[config.mk]
export PLATFORM = sky130hd
export DESIGN_NAME = pm_writer
export DESIGN_NICKNAME = d
export VERILOG_FILES = /design/src/rtl/pm_writer.sv
export SDC_FILE = /design/constraint.sdc
export NUM_CORES = 1
export LEC_CHECK = 0
export CAP_MARGIN = 5
export CORE_MARGIN = 1
export CORE_UTILIZATION = 54
export DETAILED_ROUTE_END_ITERATION = 16
export GPL_ROUTABILITY_DRIVEN = 0
export PLACE_DENSITY = 0.87
export SETUP_SLACK_MARGIN = 0.02
export SLEW_MARGIN = 20
export SYNTH_ARGS = -nofsm -noshare
export SYNTH_HDL_FRONTEND = slang
export SYNTH_SLANG_ARGS = --single-unit
[constraint.sdc]
create_clock -name clk_i -period 6.5 [get_ports clk_i]
set_clock_uncertainty 0.2 [all_clocks]
set_input_delay 1.95 -clock clk_i [delete_from_list [all_inputs] [get_ports clk_i]]
set_output_delay 1.95 -clock clk_i [all_outputs]
set_load 0.02 [all_outputs]
[src/rtl/pm_writer.sv]
// pm_writer: streams little-endian byte pairs into program memory as 16-bit words and verifies each by readback.
//   clk_i, rst_ni                       clock, async active-low reset
//   start_i, base_i, len_i              start request with first word address and word count
//   abort_i                             abandon the running operation
//   byte_i, byte_valid_i, byte_ready_o  byte stream handshake
//   pm_addr_o, pm_data_o, pm_we_o       PM write port
//   pm_data_i                           PM read data (1-cycle registered read)
//   busy_o, done_o, err_o               status: running, completion pulse, sticky verify error
module pm_writer #(
  parameter int WORD_SIZE = 16,
  parameter int ADDR_W    = 13
) (
  input  logic                 clk_i,
  input  logic                 rst_ni,
  input  logic                 start_i,
  input  logic                 abort_i,
  input  logic [ADDR_W-1:0]    base_i,
  input  logic [ADDR_W:0]      len_i,
  input  logic [7:0]           byte_i,
  input  logic                 byte_valid_i,
  output logic                 byte_ready_o,
  output logic [ADDR_W-1:0]    pm_addr_o,
  output logic [WORD_SIZE-1:0] pm_data_o,
  output logic                 pm_we_o,
  input  logic [WORD_SIZE-1:0] pm_data_i,
  output logic                 busy_o,
  output logic                 done_o,
  output logic                 err_o
);
  typedef enum logic [2:0] {IDLE, FILL_LO, FILL_HI, WRITE, VERIFY, DONE} state_t;
  state_t                state_q, state_d;
  logic [ADDR_W-1:0]     addr_q, addr_d, pm_addr_q, pm_addr_d;
  logic [ADDR_W:0]       rem_q, rem_d;
  logic [7:0]            lo_q, lo_d;
  logic [WORD_SIZE-1:0]  pm_data_q, pm_data_d;
  logic                  err_q, err_d;
  logic                  xfer, mismatch;
  assign byte_ready_o = state_q == FILL_LO || state_q == FILL_HI;
  assign busy_o       = byte_ready_o || state_q == WRITE || state_q == VERIFY;
  assign pm_we_o      = state_q == WRITE;
  assign done_o       = state_q == DONE;
  assign pm_addr_o    = pm_addr_q;
  assign pm_data_o    = pm_data_q;
  assign xfer         = byte_valid_i && byte_ready_o;
  assign mismatch     = state_q == VERIFY && pm_data_i != pm_data_q;
  // the mismatch is reported already in the VERIFY cycle, then held by err_q
  assign err_o        = err_q || (mismatch && !abort_i);
  always_comb begin
    state_d   = state_q;
    addr_d    = addr_q;
    rem_d     = rem_q;
    lo_d      = lo_q;
    pm_addr_d = pm_addr_q;
    pm_data_d = pm_data_q;
    err_d     = err_q;
    case (state_q)
      IDLE: if (start_i) begin
        addr_d  = base_i;
        rem_d   = len_i;
        err_d   = 1'b0;
        state_d = len_i == '0 ? DONE : FILL_LO;
      end
      FILL_LO: if (xfer) begin
        lo_d    = byte_i;
        state_d = FILL_HI;
      end
      // output registers load only here so they hold steady while the next word fills
      FILL_HI: if (xfer) begin
        pm_data_d = WORD_SIZE'({byte_i, lo_q});
        pm_addr_d = addr_q;
        state_d   = WRITE;
      end
      WRITE: state_d = VERIFY;
      VERIFY: if (mismatch) begin
        err_d   = 1'b1;
        state_d = DONE;
      end else begin
        addr_d  = addr_q + ADDR_W'(1);
        rem_d   = rem_q - (ADDR_W+1)'(1);
        state_d = rem_q == (ADDR_W+1)'(1) ? DONE : FILL_LO;
      end
      DONE: state_d = IDLE;
      default: state_d = IDLE;
    endcase
    if (abort_i && busy_o) begin
      state_d = IDLE;
      err_d   = err_q;
    end
  end
  always_ff @(posedge clk_i or negedge rst_ni) begin
    if (!rst_ni) begin
      state_q   <= IDLE;
      addr_q    <= '0;
      rem_q     <= '0;
      lo_q      <= '0;
      pm_addr_q <= '0;
      pm_data_q <= '0;
      err_q     <= 1'b0;
    end else begin
      state_q   <= state_d;
      addr_q    <= addr_d;
      rem_q     <= rem_d;
      lo_q      <= lo_d;
      pm_addr_q <= pm_addr_d;
      pm_data_q <= pm_data_d;
      err_q     <= err_d;
    end
  end
endmodule

==> results.cfg, run 1 <==
[outcome]
status = finished clean

[placement]
dp_cells = 517
hpwl_um = 6366
dp_worst_setup_slack_ps = 489.5
io_buffers = 89

[die]
floorplan.rows = 29
floorplan.initialDensity = 0.5739
die_area_mm2 = 0.007279
fp.dieW_um = 85.32
ios = 90
core-area_mm2 = 0.006531
die_height_um = 85.32

[cts]
cts_resized = 0
cts_made_buffers = 9
tritoncts = done
clk_pin_slew_ps = 70
h-tree-depth = 3
cts_sinks = 68
cts_setup_buffers = 0
clk_latency_ps = 360
clockBufferDepth = 2
cts-hold-fix-buffers = 0
clock-root-buffer = clkbuf_8

[grt]
antenna_found_initial = 0
grt_overflow = 0
grt_usage = 0.2724
first_global_vias = 3266
grt_pass1_wl_um = 15600
grt_max_degree = 69

[cells_and_area]
antenna_cells = 0
layout.nets = 510
fillers = 469
final_layout_size_suffix_gt1_frac = 0.1162
final_util = 0.7441
final_cells = 533
area_growth_pct = 29.64

[synth]
synth_most_common_cell = dfrtp_1
synth_cell_types = 59
syn-mean-instance-area_um2 = 10.21
ys_ff_latch = 68
synthCells = 367
synthArstFlopShare = 1.000
synth_area_leaders = dfrtp_1 45%, mux2_2 5.7%, mux2_1 5.4%, xnor2_1 4.0%, nand2_1 3.6%
syn_nets = 426
synth_edf_count = 0
synth_top_cell_area_share = 0.4539
yosysTopAreaCell = dfrtp_1
ys_seq_area_frac = 0.4539
yosys_warnings = 0
netlist_top_cells_count = 68 x dfrtp_1, 36 x nand2_1, 32 x nor2_1, 19 x mux2_2, 18 x mux2_1
ys.flop_type = dfrtp_1
synth_area_mm2 = 0.003749

[worst_setup_path]
cp_top_family = buffers and inverters
worst_path_max_delay_cell = clkdlybuf4s50_1
r2r-start = state_q[2]
worstSetupPathType = in2out
cp_slowest_stage_delay_ps = 540
critical_path.cell_chain = clkdlybuf4s50_1 > xnor2_1 > nand4_1 > nor4_4 > or3_1 > nand2b_1 > clkdlybuf4s50_1
critPathArrivalTime_ps = 3820
cp_num_buf_inv = 2
worstSetupEndpointType = output port
cp-start-kind = input pin
cpMostUsedCell = clkdlybuf4s50_1
crit_fanout = 2
cp-startpoint = pm_data_i[0]
worstPathRequired_ps = 4350

[routing]
drt_iter0_markers = 310
vias_per_cell = 6.257
firstDrtPassIters = 7
wire_per_inst_um = 17.77
vias = 3335
drt_wl_total_um = 9472
drc = 0
postRouteAntennaNets = 0

[sta]
max_freq_mhz = 167.4
setup_ws_ps = 526.4
worst_pin_slew_ps = 957.4
drv_slew = 0
finalSetupViolations = 0
whs_ps = 281.5
slew-limit-headroom = 0.3594
rsz0062_at_grt = no
finalCritPeriodShare = 0.9190
hold_violations = 0
setup_tns_ps = 0
min_period_ps = 5974

[job]
maxCapViolCount = 0

[pwr]
peakVddDrop_v = 0.0002696
leakage_uw = 0.001906
power_per_cell_area_mw_per_mm2 = 430.3

[hold_path]
worstHoldStart = err_q
hp-class = reg2reg
==> registers in the layout, indices dropped and copies added (netlist names) <==
name / flops
rem_q: 14
err_q: 1
pm_data_o: 16
lo_q: 8
addr_q: 13
pm_addr_o: 13
state_q: 3
==> layer usage <==
metal | global-route usage | part of all wire | vias up
li1 | - | - | 1534
met1 | 0.3389 | 0.41 | 1616
met2 | 0.4531 | 0.48 | 170
met3 | 0.09728 | 0.094 | 15
met4 | 0.07273 | 0.013 | 0
met5 | 0 | 0 | -
==> worst reg2reg max path, cell delays in order (launching register included) <==
cell      delay (ps)
dfrtp_1          830
inv_2            270
nand3_1          650
nand2_1          140
a21o_1           190
o311ai_1          80
==> logic make-up (layout without fill, tap and decap cells) <==
family	after synthesis	count (layout)	synth area share
adder cells (fa/ha/maj)	3	3	0.01001
AO/OA/AOI/OAI	78	78	0.1499
AND/OR/NAND/NOR	136	136	0.1916
multiplexers	39	39	0.1165
buffers and inverters	26	115	0.03838
flip-flops	68	68	0.4539
XOR/XNOR	17	17	0.03972
==> area by class of cell <==
type,instances,area (um^2),area share
multi-input combinational,273,1914,0.3939
sequential,68,1702,0.3502
timing repair buffer,95,930.9,0.1916
clock buffer,10,137.6,0.02832
tap,77,96.34,0.01982
clock inverter,6,63.81,0.01313
inverter,4,15.01,0.003090
==> worst paths after layout <==
check	cells past startpoint	slack [ps]	endpoint
worst min-delay path	2	280	err_q
worst min register to register	2	280	err_q
min in group asynchronous	2	1580	rem_q[12]
max in group asynchronous	2	3970	pm_addr_o[7]
worst max register to register	5	4040	addr_q[3]
worst max-delay path	7	530	err_o
==> placed cells by master, fill, tap and decap left out, drive strengths merged, types with 7 or more instances in the layout <==
cell           instances
nand2                 36
xnor2                 17
a211oi                 7
nor3                  11
a311oi                 9
a31o                   8
a31oi                 10
mux2                  37
nand4                 11
clkdlybuf4s50         88
clkbuf                10
dfrtp                 68
a21oi                 12
o21ai                  7
nor2                  34
buf                    7
nand3                  8
==> per-stage QoR <==
step | total power (uW) | cell area (um^2)
after global routing | 2220 | 4860
final | 2091 | 4860
after CTS | 2098 | 4860
after floorplan | 1351 | 3749
after detailed placement | 1730 | 4658
after global placement | 1692 | 4658
==> power breakdown <==
part | internal [uW] | switching [uW] | leakage, uW | total [uW]
Combinational | 463 | 441 | 0.00100 | 904
Sequential | 624 | 205 | 0.000808 | 829
Clock | 187 | 171 | 0.0000983 | 358
Total | 1270 | 817 | 0.00191 | 2090
Note: power is estimated with default switching activity, not from simulation.
==> run 2, diff against run 1 <==
Settings changed: CAP_MARGIN 5 to 20.
==> results of run 2 <==
No change in the layout: final DEF, timing and power equal those of run 1.
==> run 3, diff against run 2 <==
Settings changed: CAP_MARGIN 20 to 40.
==> run 3 against run 2 <==
Effect of this change:
- cell count grew 0.38%
- wire length shrank 0.46%
- clock power is essentially flat
- critical path type unchanged
- flip-flop and latch count is the same
- final area grew 0.75%
- utilization grew 0.56 points
==> results.cfg, run 3 (synthesis results as in run 1) <==
[sta]
drv_slew = 0
finalSetupViolations = 0
worst_pin_slew_ps = 768.5
hold_violations = 0
max_freq_mhz = 167.2
slew-limit-headroom = 0.4858
finalCritPeriodShare = 0.9203
rsz0062_at_grt = no
setup_tns_ps = 0
min_period_ps = 5982
setup_ws_ps = 518.2

[routing]
firstDrtPassIters = 5
wire_per_inst_um = 17.62
drt_iter0_markers = 292
drt_wl_total_um = 9428
vias = 3320
drc = 0
postRouteAntennaNets = 0
vias_per_cell = 6.206

[grt]
grt_pass1_wl_um = 15580
grt_overflow = 0
grt_max_degree = 51
first_global_vias = 3165
antenna_found_initial = 0
grt_usage = 0.2735

[cts]
clk_pin_slew_ps = 70
cts_sinks = 68
cts-hold-fix-buffers = 0
cts_resized = 0
h-tree-depth = 3
cts_made_buffers = 9
clock-root-buffer = clkbuf_8
cts_setup_buffers = 0
clockBufferDepth = 2
clk_latency_ps = 340
tritoncts = done

[worst_setup_path]
rrSetupSlack_ps = 4020
ff2ff_path_depth = 4
cp-start-kind = input pin
crit_fanout = 2
r2r-start = state_q[2]
worstSetupEndpointType = output port
worstPathRequired_ps = 4350
r2r_end = lo_q[5]
worstSetupPathType = in2out
critPathArrivalTime_ps = 3830

[cells_and_area]
antenna_cells = 0
multiInputGateArea_mm2 = 0.001914
layout_commonest_cell = clkdlybuf4s50_1
final_layout_size_suffix_gt1_frac = 0.1179
layout_common_cells = 88 x clkdlybuf4s50_1, 68 x dfrtp_1, 36 x nand2_1
final_util = 0.7496
register_area_mm2 = 0.001702
fillers = 456
area_growth_pct = 30.61
largest_register_ffs = 16
layout.nets = 512

[hold_path]
hp-class = reg2reg
worstHoldStart = err_q
hold_end = err_q
hold_depth = 2

[die]
core-area_mm2 = 0.006531
fp.dieW_um = 85.32
floorplan.initialDensity = 0.5739
ios = 90
floorplan.rows = 29
die_height_um = 85.32
die_area_mm2 = 0.007279

[pwr]
leakage_uw = 0.001928
totalPowerFinal_uw = 2095
power_per_cell_area_mw_per_mm2 = 427.9
peakVddDrop_v = 0.0002541

[placement]
dp_worst_setup_slack_ps = 487.9
io_buffers = 89
hpwl_um = 6461

[job]
maxCapViolCount = 0

[outcome]
status = finished clean
==> run 3: cell types whose count changed in the layout (fill, tap and decap cells not counted), sizes merged <==
cell	delta
clkinvlp	-1
buf	+2
clkbuf	+2
clkinv	-1
==> run 3: stage by stage <==
step / hold WS (ps) / area, um^2 / cells
finish: 281.8 / 4896 / 535
global route: 307.1 / 4896 / 535
CTS: 280.3 / 4896 / 535
detailed placement: 259.4 / 4693 / 519
global placement: 255.8 / 4658 / 517
floorplan: 238.3 / 3749 / 367
==> run 3: power breakdown <==
part | switching (uW) | internal (uW)
clock network | 163 | 197
registers | 203 | 625
logic | 440 | 467
==> run 3: worst max-delay path: stages <==
cell and delay (ps):
clkdlybuf4s50_1 480, xnor2_1 120, nand4_1 170, nor4_4 330
or3_1 170, nand2b_1 70, clkdlybuf4s50_1 540
==> run 3: how the worst max path moves through the flow <==
stage / to / from
2_1_floorplan: err_o / pm_data_i[12]
3_3_place_gp: err_o / pm_data_i[12]
3_5_place_dp: err_o / pm_data_i[0]
4_1_cts: err_o / pm_data_i[0]
5_1_grt: err_o / pm_data_i[5]
6_report: err_o / pm_data_i[0]
==> run 3: metal layers <==
| metal | vias to the layer above | global-route usage | wire length [um] |
|---|---|---|---|
| li1 | 1539 | - | - |
| met4 | 0 | 0.08939 | 137 |
| met5 | - | 0 | 0 |
| met1 | 1606 | 0.3589 | 4023 |
| met3 | 20 | 0.08074 | 755 |
| met2 | 155 | 0.4377 | 4512 |
==> run 3: final cells by class <==
type                            instances  share of cell area
Clock buffer                           12             0.03169
Clock inverter                          4            0.009711
Inverter                                4            0.003067
Multi-Input combinational cell        273              0.3910
Sequential cell                        68              0.3476
Tap cell                               77             0.01968
Timing Repair Buffer                   97              0.1973
